[config.mk]
export PLATFORM = sky130hd
export DESIGN_NAME = ps2_key_display
export DESIGN_NICKNAME = d
export VERILOG_FILES = /design/src/rtl/ps2_key_display.sv
export SDC_FILE = /design/constraint.sdc
export NUM_CORES = 1
export LEC_CHECK = 0
export CAP_MARGIN = 15
export CORE_MARGIN = 5
export CORE_UTILIZATION = 49
export CTS_CLUSTER_DIAMETER = 150
export CTS_CLUSTER_SIZE = 14
export DETAILED_ROUTE_END_ITERATION = 8
export PLACE_DENSITY_LB_ADDON = 0.1
export SLEW_MARGIN = 20
export SYNTH_ARGS = -nofsm -noshare
export SYNTH_HDL_FRONTEND = slang
export SYNTH_SLANG_ARGS = --single-unit
[constraint.sdc]
create_clock -name clock -period 2 [get_ports clock]
set_clock_uncertainty 0.2 [all_clocks]
set_input_delay 0.4 -clock clock [delete_from_list [all_inputs] [get_ports clock]]
set_output_delay 0.4 -clock clock [all_outputs]
set_load 0.01 [all_outputs]
[src/rtl/ps2_key_display.sv]
// PS/2 scancode history driving 2*NUM_BYTES hex seven-segment digits.
// Define PS2_BREAK_FILTER_EN to drop break sequences (F0 xx) before they reach the history.
module ps2_key_display #(
   parameter int NUM_BYTES      = 4,
   parameter int SEG_ACTIVE_LOW = 1,
   parameter int BREAK_TIMEOUT  = 1000000
) (
   input  logic                      clock,
   input  logic                      resetn,
   input  logic                      key_pressed,
   input  logic [7:0]                key_data,
   input  logic                      clear,
   output logic [14*NUM_BYTES-1:0]   seg,
   output logic [7:0]                last_key,
   output logic [15:0]               key_count
);

   localparam logic INVERT = (SEG_ACTIVE_LOW != 0);
   localparam int   SEG_W  = 14 * NUM_BYTES;

   if (NUM_BYTES < 1 || NUM_BYTES > 4) begin : g_bad_depth
      $error("ps2_key_display: NUM_BYTES must be 1..4");
   end
   if (BREAK_TIMEOUT < 2) begin : g_bad_timeout
      $error("ps2_key_display: BREAK_TIMEOUT must be >= 2");
   end

   logic                   accept;
   logic [7:0]             hist_reg [NUM_BYTES];
   logic [7:0]             hist_next [NUM_BYTES];
   logic [NUM_BYTES-1:0]   valid_reg;
   logic [7:0]             last_key_reg;
   logic [15:0]            key_count_reg;
   logic [SEG_W-1:0]       seg_reg;
   logic [SEG_W-1:0]       seg_next;

`ifdef PS2_BREAK_FILTER_EN
   localparam int         TW         = $clog2(BREAK_TIMEOUT) + 1;
   localparam logic [0:0] ST_IDLE    = 1'b0;
   localparam logic [0:0] ST_BREAK   = 1'b1;

   logic [0:0]    state_reg;
   logic [TW-1:0] timer_reg;

   always_comb begin
      accept = key_pressed && (state_reg == ST_IDLE) && (key_data != 8'hF0);
   end

   // The byte following F0 is swallowed; the timer abandons a break whose second byte never arrives.
   always_ff @(posedge clock or negedge resetn) begin
      if (!resetn) begin
         state_reg <= ST_IDLE;
         timer_reg <= '0;
      end else if (clear) begin
         state_reg <= ST_IDLE;
         timer_reg <= '0;
      end else begin
         case (state_reg)
            ST_IDLE: begin
               if (key_pressed && key_data == 8'hF0) begin
                  state_reg <= ST_BREAK;
                  timer_reg <= '0;
               end
            end
            default: begin
               if (key_pressed) begin
                  state_reg <= ST_IDLE;
               end else if (timer_reg == TW'(BREAK_TIMEOUT - 1)) begin
                  state_reg <= ST_IDLE;
               end else begin
                  timer_reg <= timer_reg + TW'(1);
               end
            end
         endcase
      end
   end
`else
   always_comb begin
      accept = key_pressed;
   end
`endif

   always_comb begin
      for (int k = NUM_BYTES - 1; k >= 1; k--) begin
         hist_next[k] = hist_reg[k-1];
      end
      hist_next[0] = key_data;
   end

   always_ff @(posedge clock or negedge resetn) begin
      if (!resetn) begin
         for (int k = 0; k < NUM_BYTES; k++) begin
            hist_reg[k] <= 8'h00;
         end
         valid_reg     <= '0;
         last_key_reg  <= 8'h00;
         key_count_reg <= 16'h0000;
      end else if (clear) begin
         for (int k = 0; k < NUM_BYTES; k++) begin
            hist_reg[k] <= 8'h00;
         end
         valid_reg     <= '0;
         last_key_reg  <= 8'h00;
         key_count_reg <= 16'h0000;
      end else if (accept) begin
         for (int k = 0; k < NUM_BYTES; k++) begin
            hist_reg[k] <= hist_next[k];
         end
         valid_reg     <= {valid_reg, 1'b1};
         last_key_reg  <= key_data;
         if (key_count_reg != 16'hFFFF) begin
            key_count_reg <= key_count_reg + 16'd1;
         end
      end
   end

   function automatic logic [6:0] hex_glyph(input logic [3:0] n);
      logic [6:0] g;
      case (n)
         4'h0: g = 7'h3F;
         4'h1: g = 7'h06;
         4'h2: g = 7'h5B;
         4'h3: g = 7'h4F;
         4'h4: g = 7'h66;
         4'h5: g = 7'h6D;
         4'h6: g = 7'h7D;
         4'h7: g = 7'h07;
         4'h8: g = 7'h7F;
         4'h9: g = 7'h6F;
         4'hA: g = 7'h77;
         4'hB: g = 7'h7C;
         4'hC: g = 7'h39;
         4'hD: g = 7'h5E;
         4'hE: g = 7'h79;
         default: g = 7'h71;
      endcase
      return g;
   endfunction

   // Empty slots decode to "no segments lit" before polarity is applied.
   for (genvar gi = 0; gi < NUM_BYTES; gi++) begin : g_slot
      logic [6:0] lo_on;
      logic [6:0] hi_on;
      assign lo_on = valid_reg[gi] ? hex_glyph(hist_reg[gi][3:0]) : 7'h00;
      assign hi_on = valid_reg[gi] ? hex_glyph(hist_reg[gi][7:4]) : 7'h00;
      assign seg_next[14*gi +: 7]   = lo_on ^ {7{INVERT}};
      assign seg_next[14*gi+7 +: 7] = hi_on ^ {7{INVERT}};
   end

   always_ff @(posedge clock or negedge resetn) begin
      if (!resetn) begin
         seg_reg <= {SEG_W{INVERT}};
      end else begin
         seg_reg <= seg_next;
      end
   end

   assign seg       = seg_reg;
   assign last_key  = last_key_reg;
   assign key_count = key_count_reg;

endmodule

==> flow_results.org, run 1 <==
** Run status
- Status :: finished, violations left
- Violated checks :: negative setup slack

** Placed design
- Detailed placement finished with a half-perimeter wire length of 8670 µm.
- Area post-placement :: approximately 0.007 mm²
- Once placement completed, the tool counted placed cells totaling approximately 800.
- Weighted congestion reported at the end of routability-driven placement :: roughly 0.85
- Port Buf Inserts :: between 90 and 100

** Yosys
- Most common cell in the synthesized netlist :: sky130_fd_sc_hd__nor2_1
- Area contributors post-synth :: sky130_fd_sc_hd__dfstp_2, sky130_fd_sc_hd__dfrtp_1, sky130_fd_sc_hd__ha_1
- Area share of the largest cell type after synthesis :: 0.250
- FF+latch count, synth :: ~110
- Counting flops with an async set or reset pin after synthesis yields a share of 1.00.
- Library cell with the largest summed area after synthesis :: sky130_fd_sc_hd__dfstp_2
- Library cells used by synthesis :: 40
- Syn avg cell area :: between 10 and 15 µm²
- Most used flip-flop cell after synthesis :: sky130_fd_sc_hd__dfstp_2
- Most used standard cells in the synthesized netlist :: sky130_fd_sc_hd__nor2_1, sky130_fd_sc_hd__dfstp_2, sky130_fd_sc_hd__dfrtp_1, sky130_fd_sc_hd__ha_1, sky130_fd_sc_hd__mux2i_1
- Number of warnings reported in the yosys synthesis log :: 0
- For this run, the register share of the synthesized area comes to 0.471.
- The synthesized design contains 0 enable-type register cells.
- Synthesis produced ~560 cells.
- The synthesized netlist occupies a cell area of a little under 0.006 mm².
- Net count after synthesis :: approximately 620

** STA
- Subtracting the final worst setup slack from the clock period gives around 2000 ps.
- At the pin with the least slew margin, the transition time is between 500 and 600 ps.
- Setup violations remaining at the end of the flow were counted as 1.
- Final Hold Violating Endpoints :: 0
- Period Utilization, post-route :: 1.00
- RSZ-0062 raised after global routing :: yes
- Tightest hold margin :: 201 ps
- Final Max Tran Viols :: 0
- After routing, the total negative slack on setup checks comes to -5.98 ps.
- Relative slew slack :: 0.600
- Final setup margin :: -5.98 ps
- For this run, the top clock speed supported by timing is between 0.4 and 0.5 GHz.

** Setup path
- In this design, the largest share of critical-path delay is due to buffers and inverters.
- Sort of element at the end of the critical path :: output port
- Slowest stage cell on the critical path :: sky130_fd_sc_hd__clkdlybuf4s50_1
- Together, buffers and inverters on the worst path number 1.
- Type of the worst setup path :: reg -> out
- On the worst path, the slowest cell contributes a delay of about 600 ps.
- Required time of the worst setup path :: approximately 1400 ps
- Arr. time, crit path :: between 1000 and 1500 ps
- The critical path goes through clkdlybuf4s50_1.
- Along the worst path, the maximum fanout reaches 5.
- STA classifies the critical path startpoint as a register.

** Route
- DRC marker count from the first detailed-route iteration :: about 250
- The final route contains 4437 vias.
- DRC Markers :: 0
- For this run, the detailed router's first-pass iteration total came to 4.
- Routed length per placed instance :: between 15 and 20 µm
- Vias per Instance :: 5.50
- Total wire length :: ~13000 µm
- Once detail routing completed, the nets flagged for antenna violations numbered 0.

** Clock network
- Clk Latency, worst-skew pair :: between 300 and 400 ps
- CTS root buffer :: sky130_fd_sc_hd__clkbuf_16
- TritonCTS buffer count :: 9
- Clock transition at path regs :: 70 ps
- Level count of the clock H-tree :: 3
- TritonCTS built the clock tree.
- Counting along the longest clock path gives a buffer depth of 2.
- The clock drives 108 sinks.

** Layout
- After the flow finishes, the layout carries non-filler instances totaling 806.
- Compared with the post-synthesis result, the final layout area differs by 25.3%.
- Of the cells placed in the final design, the portion with a size suffix greater than 1 is 0.188.
- With fillers left out, the area of the finished cells amounts to roughly 0.0074 mm².
- The register with the most flip-flops in the layout has 56 of them.
- Number of inserted diodes :: 0
- After the last flow step, the layout net total stands at between 700 and 800.

** Global route
- Total overflow reported by the global router :: 0
- GRT Resource Usage Total :: 0.181
- Entering global routing, the biggest net connects approximately 110 pins.
- Initial antenna violation count :: 0
- Wire length of the first global-routing pass :: between 20000 and 25000 µm
- Number of global-route vias before repair :: between 4000 and 5000

** Power
- Total power per unit cell area :: roughly 660 mW/mm²
- For this design the static power due to leakage is 3.03 nW.
- Worst vdd rail ir drop :: approximately 0.49 mV

** Floorplan
- Area enclosed by the die boundary :: roughly 0.014 mm²
- In this run the standard cell core region covers between 0.01 and 0.015 mm².
- Pin placement for this block handled between 90 and 100 I/O pins.
- For this configuration, the core starts out at a cell density of 0.494.
- The floorplan has 40 rows.
- The die is about 120 µm tall.
- Measured along the x axis, the die boundary spans 120 µm.

** Flow run
- Across the run, the number of max-cap violations was 0.

** Hold path
- The path class of the tightest hold or removal check is in -> reg.
routing by layer:
| layer | track usage | part of all wire | vias up | wire, µm |
|---|---|---|---|---|
| met3 | 0.0344 | 0.034 | 10 | 435 |
| met2 | 0.300 | 0.50 | 69 | 6280 |
| li1 | - | - | 2184 | - |
| met5 | 0 | 0 | - | 0 |
| met4 | 0.0644 | 0.014 | 0 | 172 |
| met1 | 0.237 | 0.45 | 2174 | 5740 |
kinds of logic after synthesis:
| logic type | share of synthesized area |
|---|---|
| AO/OA/AOI/OAI | 0.132 |
| flip-flops | 0.471 |
| adder cells (fa/ha/maj) | 0.104 |
| multiplexers | 0.0844 |
| AND/OR/NAND/NOR | 0.158 |
| buffers and inverters | 0.0497 |
per-stage QoR:
stage | utilization | worst slack (ps) | total power, W
after floorplan | - | 56.1 | 0.00265
after global placement | 0.588 | 114 | 0.00290
after detailed placement | 0.588 | 68.2 | 0.00291
after CTS | 0.613 | 0.568 | 0.00492
after global routing | 0.619 | -58.2 | 0.00509
final | 0.619 | -5.98 | 0.00485
timing repair:
item | in CTS | in global routing
setup buffers | 2 | 1
endpoints found under the setup margin | 58 | 23
gates cloned | 0 | 0
hold endpoints to repair | 52 | 0
gates resized for setup | 58 | 20
hold buffers | 1 | 0
cells in the final DEF, fill, tap and decap left out, types with 7 or more instances in the layout:
| cell | Yosys | final |
|---|---|---|
| sky130_fd_sc_hd__o311ai_0 | 26 | 26 |
| sky130_fd_sc_hd__nand3_1 | 20 | 19 |
| sky130_fd_sc_hd__dlygate4sd2_1 | 0 | 55 |
| sky130_fd_sc_hd__a21boi_0 | 10 | 10 |
| sky130_fd_sc_hd__dfrtp_2 | 0 | 9 |
| sky130_fd_sc_hd__nand2b_1 | 17 | 17 |
| sky130_fd_sc_hd__nor3_1 | 7 | 7 |
| sky130_fd_sc_hd__clkdlybuf4s50_1 | 0 | 24 |
| sky130_fd_sc_hd__clkbuf_16 | 0 | 10 |
| sky130_fd_sc_hd__ha_1 | 49 | 49 |
| sky130_fd_sc_hd__a21oi_1 | 12 | 12 |
| sky130_fd_sc_hd__dlymetal6s2s_1 | 0 | 9 |
| sky130_fd_sc_hd__nand4_1 | 7 | 7 |
| sky130_fd_sc_hd__inv_1 | 28 | 28 |
| sky130_fd_sc_hd__nand2_1 | 13 | 13 |
| sky130_fd_sc_hd__buf_4 | 8 | 28 |
| sky130_fd_sc_hd__o21ai_0 | 17 | 17 |
| sky130_fd_sc_hd__nor2_1 | 67 | 67 |
| sky130_fd_sc_hd__nand3b_1 | 8 | 8 |
| sky130_fd_sc_hd__dfstp_2 | 56 | 56 |
| sky130_fd_sc_hd__mux2i_1 | 44 | 44 |
| sky130_fd_sc_hd__o211ai_1 | 19 | 19 |
| sky130_fd_sc_hd__dfrtp_1 | 52 | 43 |
| sky130_fd_sc_hd__nor2b_1 | 20 | 20 |
where the power goes:
group          leakage [nW]  switching (W)  internal [W]  total, W
Clock                 0.171       0.000779       0.00124   0.00202
Sequential             1.29      0.0000573       0.00229   0.00235
Combinational          1.57       0.000274      0.000212  0.000485
Total                  3.03        0.00111       0.00374   0.00485
cell type report:
class,count,area (µm²)
sequential,108,2780
clock buffer,13,282
tap,147,184
fill,1000,4540
clock inverter,3,65.1
multi-input combinational,386,2850
inverter,28,105
timing repair buffer,121,1100
worst paths after layout:
kind	startpoint	end	slack (ps)	depth (start not counted)
worst max-delay path	key_count[6]	key_count[6]	-6	1
worst min-delay path	clear	key_count[4]	200	2
worst max register to register	key_count[3]	key_count[9]	100	5
worst min register to register	hist_next[20]	hist_next[20]	380	2
max in group asynchronous	resetn	key_count[12]	660	3
min in group asynchronous	resetn	hist_next[0]	490	3
Note: power is estimated with default switching activity, not from simulation.
==> run 2, diff against run 1 <==
CORE_UTILIZATION = 45   (was 49)
TNS_END_PERCENT = 20   (was not set)
==> run 2 against run 1 <==
The run now ends clean; via count rose by 0.81%; clock-buffer cell count rose by 2; global-route usage fell by 1.4 points; core utilization fell by 3.8 points; worst hold slack got worse by 16 ps; maximum frequency rose by 0.78%; wire length rose by 2.3%; total power fell by 4.0%; setup slack improved by 15 ps; die area rose by 8.1%; critical path depth rose by 4; first-iteration DRC count rose by 44%.
==> flow_results.org, run 2 (synthesis gave the netlist of run 1 again) <==
** Run status
- Status :: finished, final reports clean

** Floorplan
- Die W :: 124 µm (+4.0%)
- The core footprint is 0.0127 mm² (+6.8%).
- The height of the die is 124 µm (+4.0%).
- Number of core rows :: 41 (+2.5%)
- Number of placed I/O pins :: 92 (unchanged)
- Starting density of the core :: 0.463 (-0.0315)
- Area enclosed by the die boundary :: 0.0155 mm² (+8.1%)

** Setup path
- The flop-to-flop setup slack came to 10 ps (-90 ps).
- The data required time of the critical path is 2060 ps (+660 ps).
- The worst setup path is launched from a register.
- R2r worst-path depth :: 5 (unchanged)
- Type of the worst setup path :: reg -> reg
- The critical path starts at key_count[3].
- The worst register-to-register path ends at key_count[9].
- Reg2reg start :: key_count[3]
- The top fanout value on the critical path is 5 (unchanged).
- The critical path data arrival time came to 2050 ps (+640 ps).
- In this run the worst setup path terminates at key_count[9].
- STA classifies the critical path endpoint as a register.

** Power
- The ratio of total power to cell area is 631 mW/mm² (-4.1%).
- Worst vdd rail ir drop :: 0.300 mV (-39%)
- Leak Pwr :: 3.07 nW (+1.2%)

** STA
- The worst hold slack came to 185 ps (-16.0 ps).
- Maximum frequency from static timing analysis :: 0.502 GHz (+0.78%)
- The number of hold violations in the final report was 0 (unchanged).
- The measured slew at the worst slew-check pin was 543 ps (-56.4 ps).
- Period Utilization, post-route :: 0.995 (-0.00775)
- The headroom to the max-slew limit came to 0.633 (+0.0330).
- Post-layout minimum cycle time :: 1990 ps (-15.5 ps)
- The final-report max-slew violation count is 0 (unchanged).
- Final setup viols :: 0 (-1)

** Clock network
- The clock input transition at the sequential cells of the worst setup and hold paths was 70 ps (about the same).
- The root buffer cell chosen for the clock tree is sky130_fd_sc_hd__clkbuf_16.
- Level count of the clock H-tree :: 3 (unchanged)
- Clk Latency, worst-skew pair :: 350 ps (about the same)
- Sinks on the clock net :: 108 (unchanged)
- Clock tree from TritonCTS :: done
- The number of buffers on the longest clock path is 2 (unchanged).
- TritonCTS buffer count :: 9 (unchanged)

** Layout
- Fraction of layout cells with a size suffix above 1 :: 0.182 (-0.00635)
- Max reg flops :: 56 (unchanged)
- The final cell count without fillers came to 832 (+3.2%).
- Number of filler cells placed in the layout :: 1129 (+13%)
- The final-stage net count came to 716 (+0.14%).
- The sequential cell area in the final layout is 0.00278 mm² (unchanged).
- Area growth from synthesis to layout :: 25.5%
- The top cell types in the final layout, fill and taps aside, are sky130_fd_sc_hd__nor2_1, sky130_fd_sc_hd__dfstp_2, sky130_fd_sc_hd__ha_1, sky130_fd_sc_hd__dlygate4sd2_1, sky130_fd_sc_hd__mux2i_1.
- The library cell used most frequently in the layout, excluding fill and tap cells, is sky130_fd_sc_hd__nor2_1.
- The total inserted antenna cells was 0 (unchanged).
- The area of the multi-input gates came to 0.00282 mm² (-0.92%).

** Route
- 1st-pass router iterations :: 5 (+1)
- The via total after detailed routing is 4473 (+0.81%).
- The routed wire length per instance was 15.5 µm (-0.94%).
- The average vias per placed instance is 5.38 (-2.3%).
- DRC Markers :: 0 (unchanged)
- DRC marker count from the first detailed-route iteration :: 356 (+44%)
- Final antenna-violating net count :: 0 (unchanged)
- The total wirelength of the detailed-routed design came to 12900 µm (+2.3%).

** Global route
- Total overflow reported by the global router :: 0 (unchanged)
- The via count of the first global-routing pass came to 4463 (+2.6%).
- The first-pass GRT wire length was 22000 µm (+2.9%).
- GRT Resource Usage Total :: 0.167 (-0.0136)
- Largest net degree at the start of global routing :: 47 (-57%)
- The number of antenna violations at the first check in global routing came to 0 (unchanged).

** Flow run
- The number of max-cap violations was 0 (unchanged).

** Placed design
- Final HPWL from detailed placement :: 9270 µm (+6.9%)
- Port Buf Inserts :: 91 (unchanged)
- Number of placed instances, taps included :: 813 (+3.4%)
- The final RePlAce weighted congestion is 0.847 (-0.73%).

** Hold path
- The tightest min-delay check is of the in -> reg type.
- Startpoint of the most critical hold path :: clear
run 2: where the power goes:
part           switching (W)  internal [W]
Combinational       0.000269      0.000215
Clock               0.000749       0.00108
Sequential         0.0000610       0.00229
run 2: worst min-delay path by stage:
stage                         endpoint  slack [ps]  cells after the start
final                     key_count[7]         190                      2
after detailed placement       seg[46]         340                      1
after global routing      key_count[7]         210                      2
after global placement         seg[46]         340                      1
after floorplan           hist_next[0]        -100                      0
after CTS                 key_count[7]         180                      2
run 2: timing repair:
item                       in CTS  in global routing
resized for setup              53                 23
hold buffers                    1                  0
buffers inserted                1                  1
hold endpoints to repair       17                  0
setup endpoints to repair      53                 24
run 2: critical path, cell delays in order, from the launching register on:
cell	delay (ps)
sky130_fd_sc_hd__dfrtp_1	350
sky130_fd_sc_hd__buf_4	130
sky130_fd_sc_hd__nand4_2	160
sky130_fd_sc_hd__or4_4	550
sky130_fd_sc_hd__or3_1	340
sky130_fd_sc_hd__a21oi_1	170
run 2: final cells by class:
type,instances,share of cell area
Clock buffer,15,0.0376
Clock inverter,1,0.00406
Inverter,28,0.0142
Multi-Input combinational cell,386,0.382
Sequential cell,108,0.377
Tap cell,172,0.0291
Timing Repair Buffer,122,0.156
run 2: per-stage QoR:
stage          total power [W]  worst slack, ps  setup TNS (ps)  area (µm²)  utilization
4_1_cts                0.00473            0.571               0        7330        0.576
2_1_floorplan          0.00265             56.1               0        5890            -
3_5_place_dp           0.00291              115               0        7060        0.555
5_1_grt                0.00487            -50.3           -50.3        7390        0.581
3_3_place_gp           0.00290              153               0        7060        0.555
6_report               0.00466             9.51               0        7390        0.581
run 2: per-layer routing:
metal  vias to the layer above  global-route usage  routed length [µm]
met4                         0              0.0613                 180
met1                      2170               0.223                6070
li1                       2186                   -                   -
met3                        11              0.0343                 563
met5                         -                   0                   0
met2                       106               0.270                6100
==> run 3, diff against run 2 <==
CORE_MARGIN = 10   (was 5)
==> run 3 against run 2 <==
Setup slack gained 20 ps; worst hold slack lost 41 ps; clock power is essentially flat; register-to-register slack gained 90 ps; sequential power is essentially flat; cell count shrank 0.60%; maximum frequency grew 1.0%; cell area shrank 0.95%; core utilization shrank 0.55 points; critical endpoint is now key_count[14]; largest cell class unchanged; highest routed layer unchanged.
==> flow_results.org, run 3 (synthesis gave the netlist of run 1 again) <==
** Clock network
- The clock input transition at the sequential cells of the worst setup and hold paths came to 70 ps (about the same).
- Clock tree from TritonCTS :: done
- The number of clock sinks was 108 (unchanged).
- The clock latency on the worst-skew pair is 350 ps (about the same).
- The number of buffers on the longest clock path was 2 (unchanged).
- The number of buffers added by the clock tree synthesis step was 9 (unchanged).
- The number of H-tree levels was 3 (unchanged).
- CTS root buffer :: sky130_fd_sc_hd__clkbuf_16

** Floorplan
- Die W :: 134 µm (+8.0%)
- Die Y-Extent :: 134 µm (+8.0%)
- Starting density of the core :: 0.463 (unchanged)
- The core footprint was 0.0127 mm² (unchanged).
- Area enclosed by the die boundary :: 0.0181 mm² (+17%)
- The number of top-level design ports is 92 (unchanged).
- Number of core rows :: 41 (unchanged)

** Placed design
- Weighted congestion reported at the end of routability-driven placement :: 0.856 (+1.1%)
- The number of buffers inserted by port buffering was 91 (unchanged).
- Area post-placement :: 0.00703 mm² (-0.43%)
- The HPWL after detailed placement was 9720 µm (+4.9%).

** STA
- The count of final setup violators came to 0 (unchanged).
- The number of hold violations in the final report was 0 (unchanged).
- Period Utilization, post-route :: 0.985 (-0.0102)
- The time the final worst path needs with I/O delays and setup is 1970 ps (-20.4 ps).
- Final Max Tran Viols :: 0 (unchanged)
- Maximum frequency from static timing analysis :: 0.508 GHz (+1.0%)
- The headroom to the max-slew limit was 0.654 (+0.0206).
- The measured slew at the worst slew-check pin came to 519 ps (-24.0 ps).
- RSZ-0062 raised after global routing :: yes

** Layout
- The final-stage net count came to 711 (-0.70%).
- Highest-count cells in the layout ignoring fill and taps :: sky130_fd_sc_hd__nor2_1, sky130_fd_sc_hd__dlygate4sd2_1, sky130_fd_sc_hd__dfstp_2
- Max reg flops :: 56 (unchanged)
- From synthesis to final layout, the design area changed by 24.3%.
- The library cell used most frequently in the layout, excluding fill and tap cells, is sky130_fd_sc_hd__nor2_1.
- Number of inserted diodes :: 0 (unchanged)
- Fraction of layout cells with a size suffix above 1 :: 0.183 (+0.00139)
- The cell area after layout is 0.00732 mm² (-0.95%).
- The post-route core utilization came to 0.575 (-0.00551).

** Global route
- The number of antenna violations at the first check in global routing was 0 (unchanged).
- The via count of the first global-routing pass came to 4504 (+0.92%).
- The first-pass GRT wire length came to 22800 µm (+4.0%).
- The total routing resource utilization after global routing was 0.152 (-0.0152).
- The overall overflow remaining after global route was 0 (unchanged).
- The pin count of the biggest net entering global routing was 47 (unchanged).

** Route
- Vias per Instance :: 5.40 (+0.47%)
- Routed length per placed instance :: 16.2 µm (+4.5%)
- The length of the first detailed-routing pass in iterations came to 4 (-1).
- Vias after detailed routing :: 4467 (-0.13%)
- Total wire length :: 13400 µm (+3.9%)
- The initial detailed-routing violation count was 244 (-31%).
- Final antenna-violating net count :: 0 (unchanged)
- The post-detailed-route DRC marker count came to 0 (unchanged).

** Hold path
- Startpoint of the most critical hold path :: clear
- The worst hold path terminates at key_count[4].
- The depth of the worst hold-timing path was 2 (unchanged).
- Tightest Hold Check Type :: in -> reg

** Run status
- Status :: finished, final reports clean

** Setup path
- Among cell families on the critical path, the largest total delay comes from buffers and inverters.
- The worst setup path is launched from a register.
- The maximum cell stage delay along the critical path was 580 ps (+30 ps).
- Type of the worst setup path :: reg -> out
- Endpoint of the lowest-slack register-to-register path :: key_count[15]
- Required time of the worst setup path :: 1400 ps (-660 ps)
- Worst path buffer plus inverter count :: 1 (unchanged)
- Sort of element at the end of the critical path :: output port
- Slowest stage cell on the critical path :: sky130_fd_sc_hd__clkdlybuf4s50_1
- The flop-to-flop setup slack was 100 ps (+90 ps).
- The worst reg-to-reg path cell count is 6 (+1).
- Largest fanout on the critical path :: 6 (+1)
- Arr. time, crit path :: 1370 ps (-680 ps)
- Cells traversed along the worst timing path :: clkdlybuf4s50_1
- Reg2reg start :: key_count[0]

** Flow run
- Count of max-cap constraint violations :: 0 (unchanged)

** Power
- Worst vdd rail ir drop :: 0.442 mV (+47%)
- The ratio of total power to cell area was 636 mW/mm² (+0.76%).
- The static power due to leakage is 2.97 nW (-3.1%).
run 3: cell count changes in the layout (fill, tap and decap cells not counted), sizes merged:
cell	delta
buf	-5
clkbuf	-4
clkdlybuf4s50	+3
clkinv	+2
clkinvlp	+1
dlygate4sd2	+9
dlymetal6s2s	-12
inv	+1
run 3: worst register-to-register path: stages (launching register included):
cell and delay, ps:
sky130_fd_sc_hd__dfrtp_1 380, sky130_fd_sc_hd__ha_1 230, sky130_fd_sc_hd__nand3_2 90, sky130_fd_sc_hd__nor4_1 60
sky130_fd_sc_hd__buf_4 180, sky130_fd_sc_hd__or4_1 540, sky130_fd_sc_hd__a21oi_2 150
run 3: metal layers:
layer,vias up,wire [µm],track usage
met5,-,0,0
met4,0,173,0.0508
met3,11,687,0.0355
met2,86,6370,0.241
met1,2201,6190,0.199
li1,2169,-,-
run 3: power breakdown:
group          switching (W)  internal [W]  total (W)
Sequential         0.0000623       0.00229    0.00235
Combinational       0.000270      0.000211   0.000481
Clock               0.000807       0.00101    0.00182
Total                0.00114       0.00351    0.00465
run 3: worst max path at each step:
stage | from | to | slack [ps] | depth (start not counted)
finish | key_count[14] | key_count[14] | 30 | 1
global placement | key_pressed | key_count[9] | 110 | 5
floorplan | key_count[0] | key_count[3] | 60 | 6
detailed placement | key_count[0] | key_count[15] | 30 | 6
global route | key_count[3] | key_count[9] | -9 | 5
CTS | hist_next[16] | last_key[0] | 0.6 | 1
run 3: cell type report:
| class | count | area (µm²) |
|---|---|---|
| Sequential cell | 108 | 2780 |
| Clock buffer | 11 | 243 |
| Fill cell | 1140 | 5400 |
| Tap cell | 172 | 215 |
| Clock inverter | 5 | 60.1 |
| Timing Repair Buffer | 117 | 1070 |
| Multi-Input combinational cell | 386 | 2840 |
| Inverter | 28 | 105 |
run 3: metrics by stage:
step | hold WS, ps | setup WS [ps] | power, W | instances | TNS, ps
after CTS | 136 | 0.561 | 0.00472 | 827 | 0
after global placement | 134 | 109 | 0.00290 | 809 | 0
after detailed placement | 136 | 25.3 | 0.00292 | 809 | 0
final | 144 | 29.9 | 0.00465 | 827 | 0
after floorplan | -95.6 | 56.1 | 0.00265 | 562 | 0
after global routing | 163 | -9.21 | 0.00487 | 827 | -9.21
run 3: what timing repair did:
item                       CTS  global route
pin swaps                    0             1
buffers inserted             1             0
gates resized for setup     62            14
hold buffers                 1             0
setup endpoints to repair   62            15
hold endpoints to repair    11             0
